[src/rtl/mem_interface_pkg.sv]
`default_nettype none
// ============================================================================
// Module      : mem_interface_pkg
// Description : Shared definitions for the memory-access unit: default
//               parameter values, FSM state encoding and op encoding.
// Revision    : 1.0 - initial release
// ============================================================================
package mem_interface_pkg;

    localparam int ADDR_W_DEF  = 9;
    localparam int DATA_W_DEF  = 32;
    localparam int TIMEOUT_DEF = 16;

    typedef enum logic [1:0] {
        IDLE = 2'd0,
        REQ  = 2'd1,
        FIN  = 2'd2
    } state_t;

    // Value carried on mem_we
    localparam logic OP_READ  = 1'b0;
    localparam logic OP_WRITE = 1'b1;

endpackage : mem_interface_pkg
`default_nettype wire

[src/rtl/mem_interface_if.sv]
`default_nettype none
// ============================================================================
// Module      : mem_interface_if
// Description : RAM-side req/ack bus of the memory-access unit.
//   mem_addr  : RAM word address              (master -> slave)
//   mem_wdata : RAM write data                (master -> slave)
//   mem_req   : request, held until ack       (master -> slave)
//   mem_we    : 1 = write, 0 = read           (master -> slave)
//   mem_ack   : completion; read data valid   (slave  -> master)
//   mem_rdata : RAM read data                 (slave  -> master)
// Revision    : 1.0 - initial release
// ============================================================================
interface mem_interface_if
    import mem_interface_pkg::*;
#(
    parameter int ADDR_W = ADDR_W_DEF,
    parameter int DATA_W = DATA_W_DEF
);
    logic [ADDR_W-1:0] mem_addr;
    logic [DATA_W-1:0] mem_wdata;
    logic              mem_req;
    logic              mem_we;
    logic              mem_ack;
    logic [DATA_W-1:0] mem_rdata;

    modport master (
        output mem_addr, mem_wdata, mem_req, mem_we,
        input  mem_ack, mem_rdata
    );

    modport slave (
        input  mem_addr, mem_wdata, mem_req, mem_we,
        output mem_ack, mem_rdata
    );
endinterface : mem_interface_if
`default_nettype wire

[src/rtl/mem_interface_timeout_ctr.sv]
`default_nettype none
// ============================================================================
// Module      : mem_timeout_ctr
// Description : Ack-wait counter for the memory-access unit. Cleared by start,
//               advances on every en cycle; expired flags the en cycle in
//               which the count has reached TIMEOUT-1.
//   clk     : system clock
//   clear   : asynchronous active-low reset
//   start   : clear the count (request accepted)
//   en      : a REQ cycle without ack
//   expired : combinational, en && count == TIMEOUT-1
// Revision    : 1.0 - initial release
// ============================================================================
module mem_timeout_ctr #(
    parameter int TIMEOUT = 16
) (
    input  wire logic clk,
    input  wire logic clear,
    input  wire logic start,
    input  wire logic en,
    output logic      expired
);
    localparam int CNT_W = (TIMEOUT > 2) ? $clog2(TIMEOUT) : 1;
    localparam logic [CNT_W-1:0] C_LAST = CNT_W'(TIMEOUT - 1);

    logic [CNT_W-1:0] r_count;

    assign expired = en && (r_count == C_LAST);

    always_ff @(posedge clk or negedge clear) begin
        if (!clear) begin
            r_count <= '0;
        end else if (start) begin
            r_count <= '0;
        end else if (en && !expired) begin
            r_count <= r_count + 1'b1;
        end
    end
endmodule : mem_timeout_ctr
`default_nettype wire

[src/rtl/mem_interface.sv]
`default_nettype none
// ============================================================================
// Module      : mem_interface
// Description : Multi-cycle memory-access unit between MAR/MDR and a
//               word-addressed RAM. Single-cycle read/write strobes start a
//               req/ack access; done pulses on completion, busy stalls the
//               sequencer. Optional ack timeout under macro MEM_TIMEOUT_EN.
//   clk, clear     : clock, asynchronous active-low reset
//   read, write    : request strobes (read wins if both high)
//   addr, wdata    : address from MAR (low ADDR_W bits used), data from MDR
//   Mdatain        : last completed read value
//   busy/done/err  : not-IDLE, completion pulse, timeout pulse
//   mem            : RAM req/ack bus (master side)
// Revision    : 1.0 - initial release
// ============================================================================
module mem_interface
    import mem_interface_pkg::*;
#(
    parameter int ADDR_W  = ADDR_W_DEF,
    parameter int DATA_W  = DATA_W_DEF,
    parameter int TIMEOUT = TIMEOUT_DEF
) (
    input  wire logic              clk,
    input  wire logic              clear,
    input  wire logic              read,
    input  wire logic              write,
    input  wire logic [31:0]       addr,
    input  wire logic [DATA_W-1:0] wdata,
    output logic      [DATA_W-1:0] Mdatain,
    output logic                   busy,
    output logic                   done,
    output logic                   err,
    mem_interface_if.master        mem
);
    state_t r_state;
    state_t w_next_state;
    logic   w_accept;
    logic   w_expired;
    logic   w_req_out;

    assign w_accept = (r_state == IDLE) && (read || write);

`ifdef MEM_TIMEOUT_EN
    logic r_err;

    mem_timeout_ctr #(
        .TIMEOUT (TIMEOUT)
    ) u_timeout_ctr (
        .clk     (clk),
        .clear   (clear),
        .start   (w_accept),
        .en      ((r_state == REQ) && !mem.mem_ack),
        .expired (w_expired)
    );

    // err marks the FIN cycle reached by timeout rather than by ack
    always_ff @(posedge clk or negedge clear) begin
        if (!clear) begin
            r_err <= 1'b0;
        end else begin
            r_err <= (r_state == REQ) && w_expired;
        end
    end

    assign err = r_err;

    logic w_unused;
    assign w_unused = ^addr[31:ADDR_W];
`else
    assign w_expired = 1'b0;
    assign err       = 1'b0;

    logic w_unused;
    assign w_unused = ^{addr[31:ADDR_W], (TIMEOUT > 0)};
`endif

    // State register
    always_ff @(posedge clk or negedge clear) begin
        if (!clear) begin
            r_state <= IDLE;
        end else begin
            r_state <= w_next_state;
        end
    end

    // Next state and state-decoded outputs
    always_comb begin
        w_next_state = r_state;
        busy         = 1'b1;
        done         = 1'b0;
        w_req_out    = 1'b0;
        case (r_state)
            IDLE: begin
                busy = 1'b0;
                if (read || write) begin
                    w_next_state = REQ;
                end
            end
            REQ: begin
                w_req_out = 1'b1;
                // ack takes priority over an expiring count
                if (mem.mem_ack || w_expired) begin
                    w_next_state = FIN;
                end
            end
            FIN: begin
                done         = 1'b1;
                w_next_state = IDLE;
            end
            default: begin
                busy         = 1'b0;
                w_next_state = IDLE;
            end
        endcase
    end

    assign mem.mem_req = w_req_out;

    // Address/data/op are captured once at acceptance and held for the access
    always_ff @(posedge clk or negedge clear) begin
        if (!clear) begin
            mem.mem_addr  <= '0;
            mem.mem_wdata <= '0;
            mem.mem_we    <= OP_READ;
        end else if (w_accept) begin
            mem.mem_addr  <= addr[ADDR_W-1:0];
            mem.mem_wdata <= wdata;
            mem.mem_we    <= read ? OP_READ : OP_WRITE;
        end
    end

    // Only an acknowledged read updates the returned data
    always_ff @(posedge clk or negedge clear) begin
        if (!clear) begin
            Mdatain <= '0;
        end else if ((r_state == REQ) && mem.mem_ack && (mem.mem_we == OP_READ)) begin
            Mdatain <= mem.mem_rdata;
        end
    end
endmodule : mem_interface
`default_nettype wire

[src/flat_wrapper.sv]
// flat-port wrapper written by rule: the top's interface ports become plain ports
module mem_interface_flat import mem_interface_pkg::*;
#(
    parameter int ADDR_W  = ADDR_W_DEF,
    parameter int DATA_W  = DATA_W_DEF,
    parameter int TIMEOUT = TIMEOUT_DEF
)
  (clk, clear, read, write, addr, wdata, Mdatain, busy, done, err, mem_mem_addr, mem_mem_wdata, mem_mem_req, mem_mem_we, mem_mem_ack, mem_mem_rdata);
  mem_interface_if #(.ADDR_W(ADDR_W), .DATA_W(DATA_W)) mem_i ();
  input  wire logic clk;
  input  wire logic clear;
  input  wire logic read;
  input  wire logic write;
  input  wire logic [31:0] addr;
  input  wire logic [DATA_W-1:0] wdata;
  output logic      [DATA_W-1:0] Mdatain;
  output logic busy;
  output logic done;
  output logic err;
  output wire logic [$bits(mem_i.mem_addr)-1:0] mem_mem_addr;
  output wire logic [$bits(mem_i.mem_wdata)-1:0] mem_mem_wdata;
  output wire logic [$bits(mem_i.mem_req)-1:0] mem_mem_req;
  output wire logic [$bits(mem_i.mem_we)-1:0] mem_mem_we;
  input wire logic [$bits(mem_i.mem_ack)-1:0] mem_mem_ack;
  input wire logic [$bits(mem_i.mem_rdata)-1:0] mem_mem_rdata;
  assign mem_mem_addr = mem_i.mem_addr;
  assign mem_mem_wdata = mem_i.mem_wdata;
  assign mem_mem_req = mem_i.mem_req;
  assign mem_mem_we = mem_i.mem_we;
  assign mem_i.mem_ack = mem_mem_ack;
  assign mem_i.mem_rdata = mem_mem_rdata;
  mem_interface #(.ADDR_W(ADDR_W), .DATA_W(DATA_W), .TIMEOUT(TIMEOUT)) u_core (.clk(clk), .clear(clear), .read(read), .write(write), .addr(addr), .wdata(wdata), .Mdatain(Mdatain), .busy(busy), .done(done), .err(err), .mem(mem_i));
endmodule
[config.mk]
export PLATFORM = sky130hd
export DESIGN_NAME = mem_interface_flat
export DESIGN_NICKNAME = d
export VERILOG_FILES = /design/src/rtl/mem_interface_pkg.sv /design/src/rtl/mem_interface_if.sv /design/src/rtl/mem_interface_timeout_ctr.sv /design/src/rtl/mem_interface.sv /design/src/flat_wrapper.sv
export SDC_FILE = /design/constraint.sdc
export NUM_CORES = 1
export LEC_CHECK = 0
export CAP_MARGIN = 15
export CORE_AREA = 2 2 93 95
export CTS_BUF_LIST = sky130_fd_sc_hd__clkbuf_4
export DETAILED_ROUTE_END_ITERATION = 10
export DIE_AREA = 0 0 95 97
export PLACE_DENSITY = 0.86
export SYNTH_ARGS = -nofsm -noshare
export SYNTH_HDL_FRONTEND = slang
export SYNTH_SLANG_ARGS = --single-unit
[constraint.sdc]
create_clock -name clk -period 1.5 [get_ports clk]
set_input_delay 0.375 -clock clk [delete_from_list [all_inputs] [get_ports clk]]
set_output_delay 0.375 -clock clk [all_outputs]
set_load 0.01 [all_outputs]
==> results_dict.tcl <==
set metrics [dict create \
    status "finished with violations" \
    violations "negative setup slack" \
    final_hold_viol_count 0 \
    fin_ws_ns -0.1055 \
    via_per_inst 4.520 \
    cts.sinks 76 \
    cp-start-kind "flop" \
    wl_um 7359 \
    ys_ff_latch 76 \
    grt_pass1_wl_um 11740 \
    synthesis.nets 278 \
    seq_area_frac_synth 0.6144 \
    p_total_mw 10.77 \
    hold_path.class "input port to asynchronous set/reset pin" \
    num_antenna_cells 0 \
    drive_gt1_frac 0.3915 \
    final_cell_mix "clkdlybuf4s50_1, dfrtp_1, clkdlybuf4s15_1" \
    globalplace.congestion 0.6907 \
    period_minus_slack_ns 1.606 \
    crit_type "flop to flop" \
    cts_tree "yes" \
    die_w_um 95 \
    maxCapViolCount 0 \
    port_buffers 154 \
    nFillCells 622 \
    register_area_um2 1902 \
    wl_per_cell_um 15.24 \
    post-dp-hpwl_um 5478 \
    syn_area_um2 3095 \
    antenna_left 0 \
    drc 0 \
    track_usage 0.1668 \
    ys_types 16 \
    grt_pass1_vias 2405 \
    die-area_um2 9215 \
    power_per_cell_area_nw_per_um2 2063 \
    endpoint_kind "flop" \
    grt-ovfl-total 0 \
    fp-row-count 33 \
    fin_crit_sh 1.070 \
    cts_root_buf "clkbuf_4" \
    cp.required_ns 1.78 \
    finClkSkew_ns 0.01671 \
    crit_fanout 15 \
    grt_antenna_before_repair 0 \
    slew_violations 0 \
    yosysWarnings 0 \
    syn_inst 174 \
    grt_start_max_net_pins 40 \
    fmax_mhz 622.9 \
    r2r_cells 6 \
    firstDrtPassIters 4 \
    peakVddDrop_mv 0.9936 \
    p_leak_nw 2.438 \
    rrSetupSlack_ns -0.11 \
    critPathArrivalTime_ns 1.88 \
    grt_setup_unrepaired "yes" \
    cts_made_buffers 9 \
    nets 478 \
    clk_path_buf_depth 2 \
    setup_viol 35 \
    io_pins 179 \
    clkTransAtPathRegs_ns 0.12 \
    insertion_delay_ns 0.40 \
    coreArea_um2 8134 \
    start_util 0.3806 \
    fin_tns_setup_ns -2.501 \
    cts_max_level 3 \
    syn_to_final_growth_pct 68.71 \
    die_h_um 97 \
    fin_util 0.6421 \
    via_count 2183 \
    multiInputGateArea_um2 1117 \
    drt_iter0_drc 25 \
    syn_area_per_cell_um2 17.79 \
]
cells in the mapped netlist:
cell type	number	share of area
buf_6	7	0.025
a311oi_1	1	0.0028
o21ai_0	1	0.0016
buf_4	1	0.0024
conb_1	1	0.0012
o21ai_4	1	0.0053
mux2_2	33	0.12
mux2_4	40	0.19
inv_1	2	0.0024
a21oi_1	3	0.0048
nor2b_1	1	0.0020
ha_1	3	0.012
nand3b_4	1	0.0065
o21a_1	1	0.0024
dfrtp_1	76	0.61
nor2_1	2	0.0024
metal layers:
metal / part of all wire / vias to the layer above / GRT usage
met5: 0 / - / 0
met4: 0.011 / 0 / 0.06020
met1: 0.38 / 1062 / 0.1777
met3: 0.094 / 9 / 0.05919
li1: - / 1007 / -
met2: 0.52 / 105 / 0.2979
flip-flops by register name, summed over array words and instances, names as in the netlist:
name / count
u_core.Mdatain: 32
u_core.mem.mem_wdata: 32
u_core.mem.mem_addr: 9
u_core.r_state: 2
u_core.mem.mem_we: 1
final timing paths:
check / endpoint / startpoint
max in group asynchronous: u_core.mem.mem_wdata[3]$_DFFE_PN0P_ / clear
min in group clk: u_core.Mdatain[13]$_DFFE_PN0P_ / u_core.Mdatain[13]$_DFFE_PN0P_
hold / removal: u_core.Mdatain[0]$_DFFE_PN0P_ / clear
hold reg to reg: u_core.Mdatain[13]$_DFFE_PN0P_ / u_core.Mdatain[13]$_DFFE_PN0P_
setup reg to reg: u_core.Mdatain[16]$_DFFE_PN0P_ / u_core.r_state[1]$_DFFE_PN0P_
setup / recovery: u_core.Mdatain[16]$_DFFE_PN0P_ / u_core.r_state[1]$_DFFE_PN0P_
critical path, stage by stage, from the launching register on:
cell      delay [ns]
dfrtp_1         0.41
inv_2           0.10
ha_2            0.20
buf_4           0.13
nand3b_4        0.16
buf_12          0.20
mux2_2          0.27
logic make-up (layout without fill, tap and decap cells):
kind of cell / after synthesis / after routing / synth area share
compound gates: 7 / 7 / 0.01698
fa+ha+maj: 3 / 3 / 0.01213
buf+inv: 10 / 214 / 0.03032
flops: 76 / 76 / 0.6144
mux: 73 / 73 / 0.3141
other cells: 1 / 1 / 0.001211
simple gates: 4 / 4 / 0.01092
metrics by stage:
step                      cell area, um^2  hold slack [ns]  std cells  setup slack (ns)
after floorplan                      3095          0.07941        174           0.08316
after global placement               4835           0.2764        439           -0.2714
after detailed placement             4835           0.2770        439           -0.2943
after CTS                            5087           0.3718        469           -0.1782
after global routing                 5223           0.3983        483           -0.1789
final                                5223           0.3986        483           -0.1055
layout make-up:
cell class	instances	share of cell area
repair buffers	197	0.3670
flip-flops and latches	76	0.3642
multi-input cells	88	0.2139
well taps	105	0.02516
clock inverters	6	0.01533
clock buffers	9	0.01294
inverters	2	0.001437
power by group:
part | switching (mW) | leakage, nW | internal (mW) | total (mW)
Sequential | 0.577 | 0.897 | 3.10 | 3.68
Combinational | 2.07 | 1.46 | 3.70 | 5.77
Clock | 0.667 | 0.0769 | 0.654 | 1.32
Total | 3.32 | 2.44 | 7.46 | 10.8
timing repair:
item	4_1_cts	5_1_grt
pin swaps	1	0
endpoints found under the hold margin	17	0
cloned	2	0
hold buffers	1	0
setup endpoints to repair	110	113
gates resized for setup	121	56
buffers inserted	12	14
Power figures use the tool's default switching activity.
